File: config.mk
export PLATFORM = sky130hd
export DESIGN_NAME = seq_alu
export DESIGN_NICKNAME = d
export VERILOG_FILES = /design/src/rtl/seq_alu_pkg.sv /design/src/rtl/seq_alu_div.sv /design/src/rtl/seq_alu.sv
export SDC_FILE = /design/constraint.sdc
export NUM_CORES = 2
export LEC_CHECK = 0
export ABC_AREA = 1
export CAP_MARGIN = 0
export CORE_MARGIN = 8
export CORE_UTILIZATION = 55
export CTS_BUF_LIST = sky130_fd_sc_hd__clkbuf_16
export CTS_CLUSTER_DIAMETER = 40
export DETAILED_ROUTE_END_ITERATION = 6
export PLACE_DENSITY = 0.79
export SKIP_CTS_REPAIR_TIMING = 1
export SLEW_MARGIN = 40
export SYNTH_ARGS = -nofsm -noshare
export SYNTH_HDL_FRONTEND = slang
export SYNTH_SLANG_ARGS = --single-unit
File: constraint.sdc
create_clock -name clk -period 25.9 [get_ports clk]
set_input_delay 7.77 -clock clk [delete_from_list [all_inputs] [get_ports clk]]
set_output_delay 7.77 -clock clk [all_outputs]
set_load 0.01 [all_outputs]
File: src/rtl/seq_alu_pkg.sv
// -----------------------------------------------------------------------------
// alu_pkg -- shared definitions for the sequential ALU.
//
// Contents:
//   alu_op_t     opcode encoding seen on seq_alu.op (values 6-7 are illegal)
//   FLAG_*       bit positions of N, Z, C, V inside the 4-bit flags word
//   alu_state_t  control FSM states of seq_alu
//   pack_flags   builds a flags word from individual N/Z/C/V bits
// -----------------------------------------------------------------------------
package alu_pkg;

    typedef enum logic [2:0] {
        OP_ADD = 3'd0,
        OP_SUB = 3'd1,
        OP_MUL = 3'd2,
        OP_DIV = 3'd3,
        OP_MOD = 3'd4,
        OP_MOV = 3'd5
    } alu_op_t;

    localparam int FLAG_N = 3;
    localparam int FLAG_Z = 2;
    localparam int FLAG_C = 1;
    localparam int FLAG_V = 0;

    typedef enum logic {
        IDLE    = 1'b0,
        DIV_RUN = 1'b1
    } alu_state_t;

    function automatic logic [3:0] pack_flags(input logic n, input logic z,
                                              input logic c, input logic v);
        logic [3:0] f;
        f         = '0;
        f[FLAG_N] = n;
        f[FLAG_Z] = z;
        f[FLAG_C] = c;
        f[FLAG_V] = v;
        return f;
    endfunction

endpackage

File: src/rtl/seq_alu_div.sv
// -----------------------------------------------------------------------------
// div_restoring -- iterative unsigned restoring divider, one quotient bit per
// clock, MSB first.
//
// Ports:
//   clk        rising-edge clock
//   rst        synchronous active-high reset; clears all state, aborts a run
//   load       capture dividend/divisor and start WIDTH iterations
//   dividend   WIDTH-bit numerator
//   divisor    WIDTH-bit denominator (caller guarantees nonzero)
//   quotient   quotient as it stands after the current iteration
//   remainder  remainder as it stands after the current iteration
//   last       high during the final iteration; quotient/remainder then carry
//              the finished result, so the caller can register it on the same
//              edge that retires the last bit
// -----------------------------------------------------------------------------
module div_restoring #(
    parameter int WIDTH = 32
) (
    input  logic             clk,
    input  logic             rst,
    input  logic             load,
    input  logic [WIDTH-1:0] dividend,
    input  logic [WIDTH-1:0] divisor,
    output logic [WIDTH-1:0] quotient,
    output logic [WIDTH-1:0] remainder,
    output logic             last
);

    localparam int CNT_W = (WIDTH > 1) ? $clog2(WIDTH) : 1;
    localparam logic [CNT_W-1:0] LAST_CNT = CNT_W'(WIDTH - 1);

    logic [WIDTH:0]   rem_q, rem_d;
    logic [WIDTH-1:0] quo_q, quo_d;
    logic [WIDTH-1:0] dvs_q;
    logic [CNT_W-1:0] cnt_q;
    logic             run_q;

    // One extra bit above the remainder so the trial subtraction's sign is
    // visible even though the shifted partial remainder can reach 2*divisor-1.
    logic [WIDTH+1:0] shifted;
    logic [WIDTH+1:0] trial;

    always_comb begin
        // NOTE: every signal written here gets a default first so no path
        // leaves it unassigned and no latch is inferred.
        rem_d   = rem_q;
        quo_d   = quo_q;
        shifted = {rem_q, quo_q[WIDTH-1]};
        trial   = shifted - {2'b00, dvs_q};
        if (!trial[WIDTH+1]) begin
            // Divisor fits: keep the difference and emit a 1 quotient bit.
            rem_d = trial[WIDTH:0];
            quo_d = {quo_q[WIDTH-2:0], 1'b1};
        end else begin
            rem_d = shifted[WIDTH:0];
            quo_d = {quo_q[WIDTH-2:0], 1'b0};
        end
    end

    assign quotient  = quo_d;
    assign remainder = rem_d[WIDTH-1:0];
    assign last      = run_q && (cnt_q == LAST_CNT);

    always_ff @(posedge clk) begin
        // NOTE: registers are updated with non-blocking assignments so every
        // flop samples the pre-edge values regardless of statement order.
        if (rst) begin
            rem_q <= '0;
            quo_q <= '0;
            dvs_q <= '0;
            cnt_q <= '0;
            run_q <= 1'b0;
        end else if (load) begin
            rem_q <= '0;
            quo_q <= dividend;
            dvs_q <= divisor;
            cnt_q <= '0;
            run_q <= 1'b1;
        end else if (run_q) begin
            rem_q <= rem_d;
            quo_q <= quo_d;
            cnt_q <= cnt_q + 1'b1;
            if (last) begin
                run_q <= 1'b0;
            end
        end
    end

endmodule

File: src/rtl/seq_alu.sv
// -----------------------------------------------------------------------------
// seq_alu -- sequential execute-stage ALU with start/busy/done handshake.
//
// ADD, SUB, MUL, MOV, illegal opcodes and divide-by-zero complete one edge
// after start. DIV/MOD with a nonzero divisor run on div_restoring for WIDTH
// edges while busy stalls the pipeline.
//
// Ports:
//   clk     rising-edge clock
//   rst     synchronous active-high reset (aborts a running divide)
//   start   request; only sampled while busy is low
//   op      opcode (alu_op_t encoding, 6-7 illegal)
//   a, b    operands, captured at the start edge (b is the MOV source)
//   busy    divider iterating; start is ignored
//   done    one-cycle pulse when result/flags have just been written
//   result  registered result, held until the next completion
//   flags   registered {N,Z,C,V}
// -----------------------------------------------------------------------------
module seq_alu #(
    parameter int WIDTH = 32
) (
    input  logic             clk,
    input  logic             rst,
    input  logic             start,
    input  logic [2:0]       op,
    input  logic [WIDTH-1:0] a,
    input  logic [WIDTH-1:0] b,
    output logic             busy,
    output logic             done,
    output logic [WIDTH-1:0] result,
    output logic [3:0]       flags
);

    import alu_pkg::*;

    alu_state_t       state_q;
    logic             is_mod_q;
    logic [WIDTH-1:0] result_q;
    logic [3:0]       flags_q;
    logic             done_q;

    alu_op_t          op_e;
    logic [WIDTH:0]   sum;
    logic [WIDTH:0]   diff;
    logic [2*WIDTH-1:0] prod;
    logic [WIDTH-1:0] sc_result;
    logic             sc_c;
    logic             sc_v;
    logic             goes_div;

    logic             div_load;
    logic [WIDTH-1:0] div_quo;
    logic [WIDTH-1:0] div_rem;
    logic             div_last;
    logic [WIDTH-1:0] div_result;

    assign op_e = alu_op_t'(op);

    // Single-cycle datapath, evaluated on the live operands; it is only
    // consumed on the edge that accepts start.
    always_comb begin
        sum       = {1'b0, a} + {1'b0, b};
        diff      = {1'b0, a} - {1'b0, b};
        prod      = {{WIDTH{1'b0}}, a} * {{WIDTH{1'b0}}, b};
        sc_result = '0;
        sc_c      = 1'b0;
        sc_v      = 1'b0;
        goes_div  = 1'b0;
        case (op_e)
            OP_ADD: begin
                sc_result = sum[WIDTH-1:0];
                sc_c      = sum[WIDTH];
                // Overflow: like-signed operands produce an opposite sign.
                sc_v      = (a[WIDTH-1] == b[WIDTH-1]) && (sum[WIDTH-1] != a[WIDTH-1]);
            end
            OP_SUB: begin
                sc_result = diff[WIDTH-1:0];
                // Carry is the inverted borrow (set when a >= b unsigned).
                sc_c      = ~diff[WIDTH];
                sc_v      = (a[WIDTH-1] != b[WIDTH-1]) && (diff[WIDTH-1] != a[WIDTH-1]);
            end
            OP_MUL: begin
                sc_result = prod[WIDTH-1:0];
                sc_v      = |prod[2*WIDTH-1:WIDTH];
            end
            OP_DIV, OP_MOD: begin
                if (b == '0) begin
                    sc_result = (op_e == OP_DIV) ? {WIDTH{1'b1}} : a;
                    sc_v      = 1'b1;
                end else begin
                    goes_div  = 1'b1;
                end
            end
            OP_MOV: begin
                sc_result = b;
            end
            default: begin
                // Illegal opcode: zero result, which yields Z-only flags.
                sc_result = '0;
            end
        endcase
    end

    assign div_load   = (state_q == IDLE) && start && goes_div;
    assign div_result = is_mod_q ? div_rem : div_quo;

    div_restoring #(
        .WIDTH(WIDTH)
    ) u_div (
        .clk      (clk),
        .rst      (rst),
        .load     (div_load),
        .dividend (a),
        .divisor  (b),
        .quotient (div_quo),
        .remainder(div_rem),
        .last     (div_last)
    );

    always_ff @(posedge clk) begin
        if (rst) begin
            state_q  <= IDLE;
            is_mod_q <= 1'b0;
            result_q <= '0;
            flags_q  <= '0;
            done_q   <= 1'b0;
        end else begin
            done_q <= 1'b0;
            case (state_q)
                IDLE: begin
                    if (start) begin
                        if (goes_div) begin
                            state_q  <= DIV_RUN;
                            is_mod_q <= (op_e == OP_MOD);
                        end else begin
                            result_q <= sc_result;
                            flags_q  <= pack_flags(sc_result[WIDTH-1], sc_result == '0,
                                                   sc_c, sc_v);
                            done_q   <= 1'b1;
                        end
                    end
                end
                DIV_RUN: begin
                    // start is deliberately not looked at here.
                    if (div_last) begin
                        result_q <= div_result;
                        flags_q  <= pack_flags(div_result[WIDTH-1], div_result == '0,
                                               1'b0, 1'b0);
                        done_q   <= 1'b1;
                        state_q  <= IDLE;
                    end
                end
                default: begin
                    state_q <= IDLE;
                end
            endcase
        end
    end

    assign busy   = (state_q == DIV_RUN);
    assign done   = done_q;
    assign result = result_q;
    assign flags  = flags_q;

endmodule

==> run metrics <==
DRT iter0 DRCs=5170; DR pass1 iterations=7; routed wl met3=19200 µm; Final Hold Viols=0; WP data arrival=16.19 ns; path category of the worst min-delay check=flop to flop; WS Path Type=input port to flop; routed wire length=181200 µm; clk_lat worst skew=0.43 ns; non-filler cells, final=8243; Post-Syn Instances=7191; H-tree Lvls=4; Fmax achieved=63.04 MHz; Vias=46720; worst path required time=26.23 ns; Post-synth EDFFs=0; CP most frequent cell=nand2_1; status=completed; CP bufs+invs=5; area growth from synthesis to layout=4.391%; Yosys Warn Count=0; Ports=108; DR WL/cell=21.98 µm; # rows=110; largest net degree at the start of global routing=71; met1 wire length=70330 µm; Critical Path Sink Type=flop; Placed Cells=8207; first-pass GRT wire length=278300 µm; CTS Root Cell=clkbuf_16; post-route minimum period=15.86 ns; fin crit share=61.25%; Critical Path Max Stage Delay=0.56 ns; syn_nets=8522; Top FF cell, synth=dfxtp_1; Initial Util=55.21%; Num CTS Buffers=17; vias in the first global route=48150; Setup Skew=0.01786 ns; final RePlAce weighted congestion=1.097; DR DRC count=0; setup violators final=0; synthesized area=49470 µm²; slew margin rel.=39.33%; kind of start point of the critical path=input port; Die X=315.9 µm; Core ar.=89600 µm²; Reg clk slew, reported paths=0.07 ns; register area=2824 µm²; post-DR vias/cell=5.668; most frequent cells in the layout=nand2_1 (2043), inv_1 (1818), fa_1 (898); asr flop ratio synth=0%; leading cell type in the layout, fill and taps excluded=nand2_1; gr ovfl total=0; Final Slew Violations=0; Final ANT Viol Nets=0; Final Util=57.64%; TritonCTS clock tree=yes; slowest stage cell, crit path=fa_1; Avg Inst Size Synth=6.879 µm²; share of cells above drive strength 1=3.271%; cell family with most CP delay=adder cells; worst slew pin tran=0.9040 ns; DP Worst Slack=9.685 ns; Crit Path Max Fanout=35; Die Height=315.9 µm; Total GRT Usage=36.41%; Fill cells=8489; synthesis-stage register bit count=141; total clock sinks=141; nets@finish=8381; initial antenna violation count=10; HPWL Detailed=142300 µm; unrepaired setup endpoints after global routing=false; max cap viols=0; Highest Signal Layer=met5; area of the multi-input gates=38390 µm²; smallest setup slack after layout=10.04 ns; clock buffer depth=2; register area share after synthesis=5.706%; # port buffers=107; die footprint=99800 µm²; setup_tns=0 ns; met2 WL=80130 µm; synth unique cells=53
[Yosys cell counts, types with 5 or more instances]
master / number / area, µm²
a21o_1: 10 / 75.07
a21oi_1: 243 / 1216
a221oi_1: 11 / 96.34
a31oi_1: 23 / 143.9
a32o_1: 9 / 90.09
buf_2: 22 / 110.1
buf_6: 5 / 56.30
clkbuf_1: 311 / 1167
dfxtp_1: 141 / 2823
fa_1: 898 / 17980
ha_1: 363 / 4542
inv_1: 1818 / 6824
inv_2: 13 / 48.80
nand2_1: 2044 / 7672
nand2_2: 13 / 81.33
nand2_4: 6 / 67.56
nand3_1: 318 / 1592
nand3_2: 5 / 50.05
nand3b_1: 13 / 97.59
nand4_1: 69 / 431.7
nor2_1: 406 / 1524
nor3_1: 33 / 165.2
nor4_1: 5 / 31.28
o2111ai_1: 29 / 254.0
o21a_1: 9 / 67.56
o21ai_0: 208 / 1041
o21ai_1: 15 / 75.07
o21bai_1: 19 / 142.6
o22ai_1: 20 / 125.1
o31ai_1: 5 / 37.54
or2_2: 27 / 168.9
xnor2_1: 5 / 43.79
xor2_1: 30 / 262.8
[metrics by stage]
stage	area (µm²)	hold slack (ns)
after floorplan	49470	0.4347
after global placement	51070	0.4385
after detailed placement	51070	0.4436
after CTS	51630	0.4584
after global routing	51640	0.4733
final	51640	0.4554
[final timing paths]
path,from,to,slack (ns),depth (start not counted)
setup / recovery,b[13],flags[0]$_SDFFE_PP0P_,10.04,33
hold / removal,result[23]$_SDFFE_PP0P_,result[23]$_SDFFE_PP0P_,0.46,2
setup reg to reg,u_div.quo_q[31]$_SDFFE_PP0P_,flags[2]$_SDFFE_PP0P_,22.51,24
hold reg to reg,result[23]$_SDFFE_PP0P_,result[23]$_SDFFE_PP0P_,0.46,2
[routing by layer]
layer	vias to the layer above	track usage (%)
li1	20870	-
met1	22590	48.19
met2	2675	57.22
met3	587	6.357
met4	2	18.88
met5	-	0
[worst register-to-register path: stages, from the launching register on]
cell and delay, ns:
dfxtp_1 0.36, inv_1 0.06, ha_1 0.21, fa_1 0.43
inv_1 0.14, nand3_1 0.08, nand2_1 0.21, nand2_1 0.08
nand2_1 0.17, nand2_1 0.07, nand2_1 0.12, nand3_1 0.12
nand3_1 0.10, nand2_1 0.07, nand2_1 0.10, nand3_1 0.25
nand2_1 0.15, nand2_1 0.06, nor2_1 0.17, nand2_1 0.09
nor2_1 0.09, nand2_1 0.07, nand3_1 0.07, nand2_1 0.05
inv_1 0.05
[cell families (layout without fill, tap and decap cells)]
kind of cell / after synthesis / in the layout / synth area share, %
AND/OR/NAND/NOR: 2958 / 2958 / 24.40
XOR/XNOR: 35 / 35 / 0.6197
AO/OA/AOI/OAI: 615 / 615 / 7.047
buffers and inverters: 2181 / 2053 / 16.71
other: 0 / 4 / 0
adder cells (fa/ha/maj): 1261 / 1261 / 45.52
flip-flops: 141 / 141 / 5.706
[state kept, by name (all words and copies together) (netlist names)]
signal,count
busy,1
done,1
flags,3
is_mod_q,1
result,32
u_div.cnt_q,5
u_div.dvs_q,32
u_div.quo_q,32
u_div.rem_q,33
u_div.run_q,1
[cell type report]
class	instances	area share, %
Antenna cell	4	0.01938
Clock buffer	17	0.8238
Clock inverter	15	0.2641
Inverter	1835	13.34
Multi-Input combinational cell	4869	74.34
Sequential cell	141	5.468
Tap cell	1176	2.849
Timing Repair Buffer	186	2.893
Power is not shown: default switching activity piles up to over one toggle a cycle in this logic, so the estimate is an artifact.
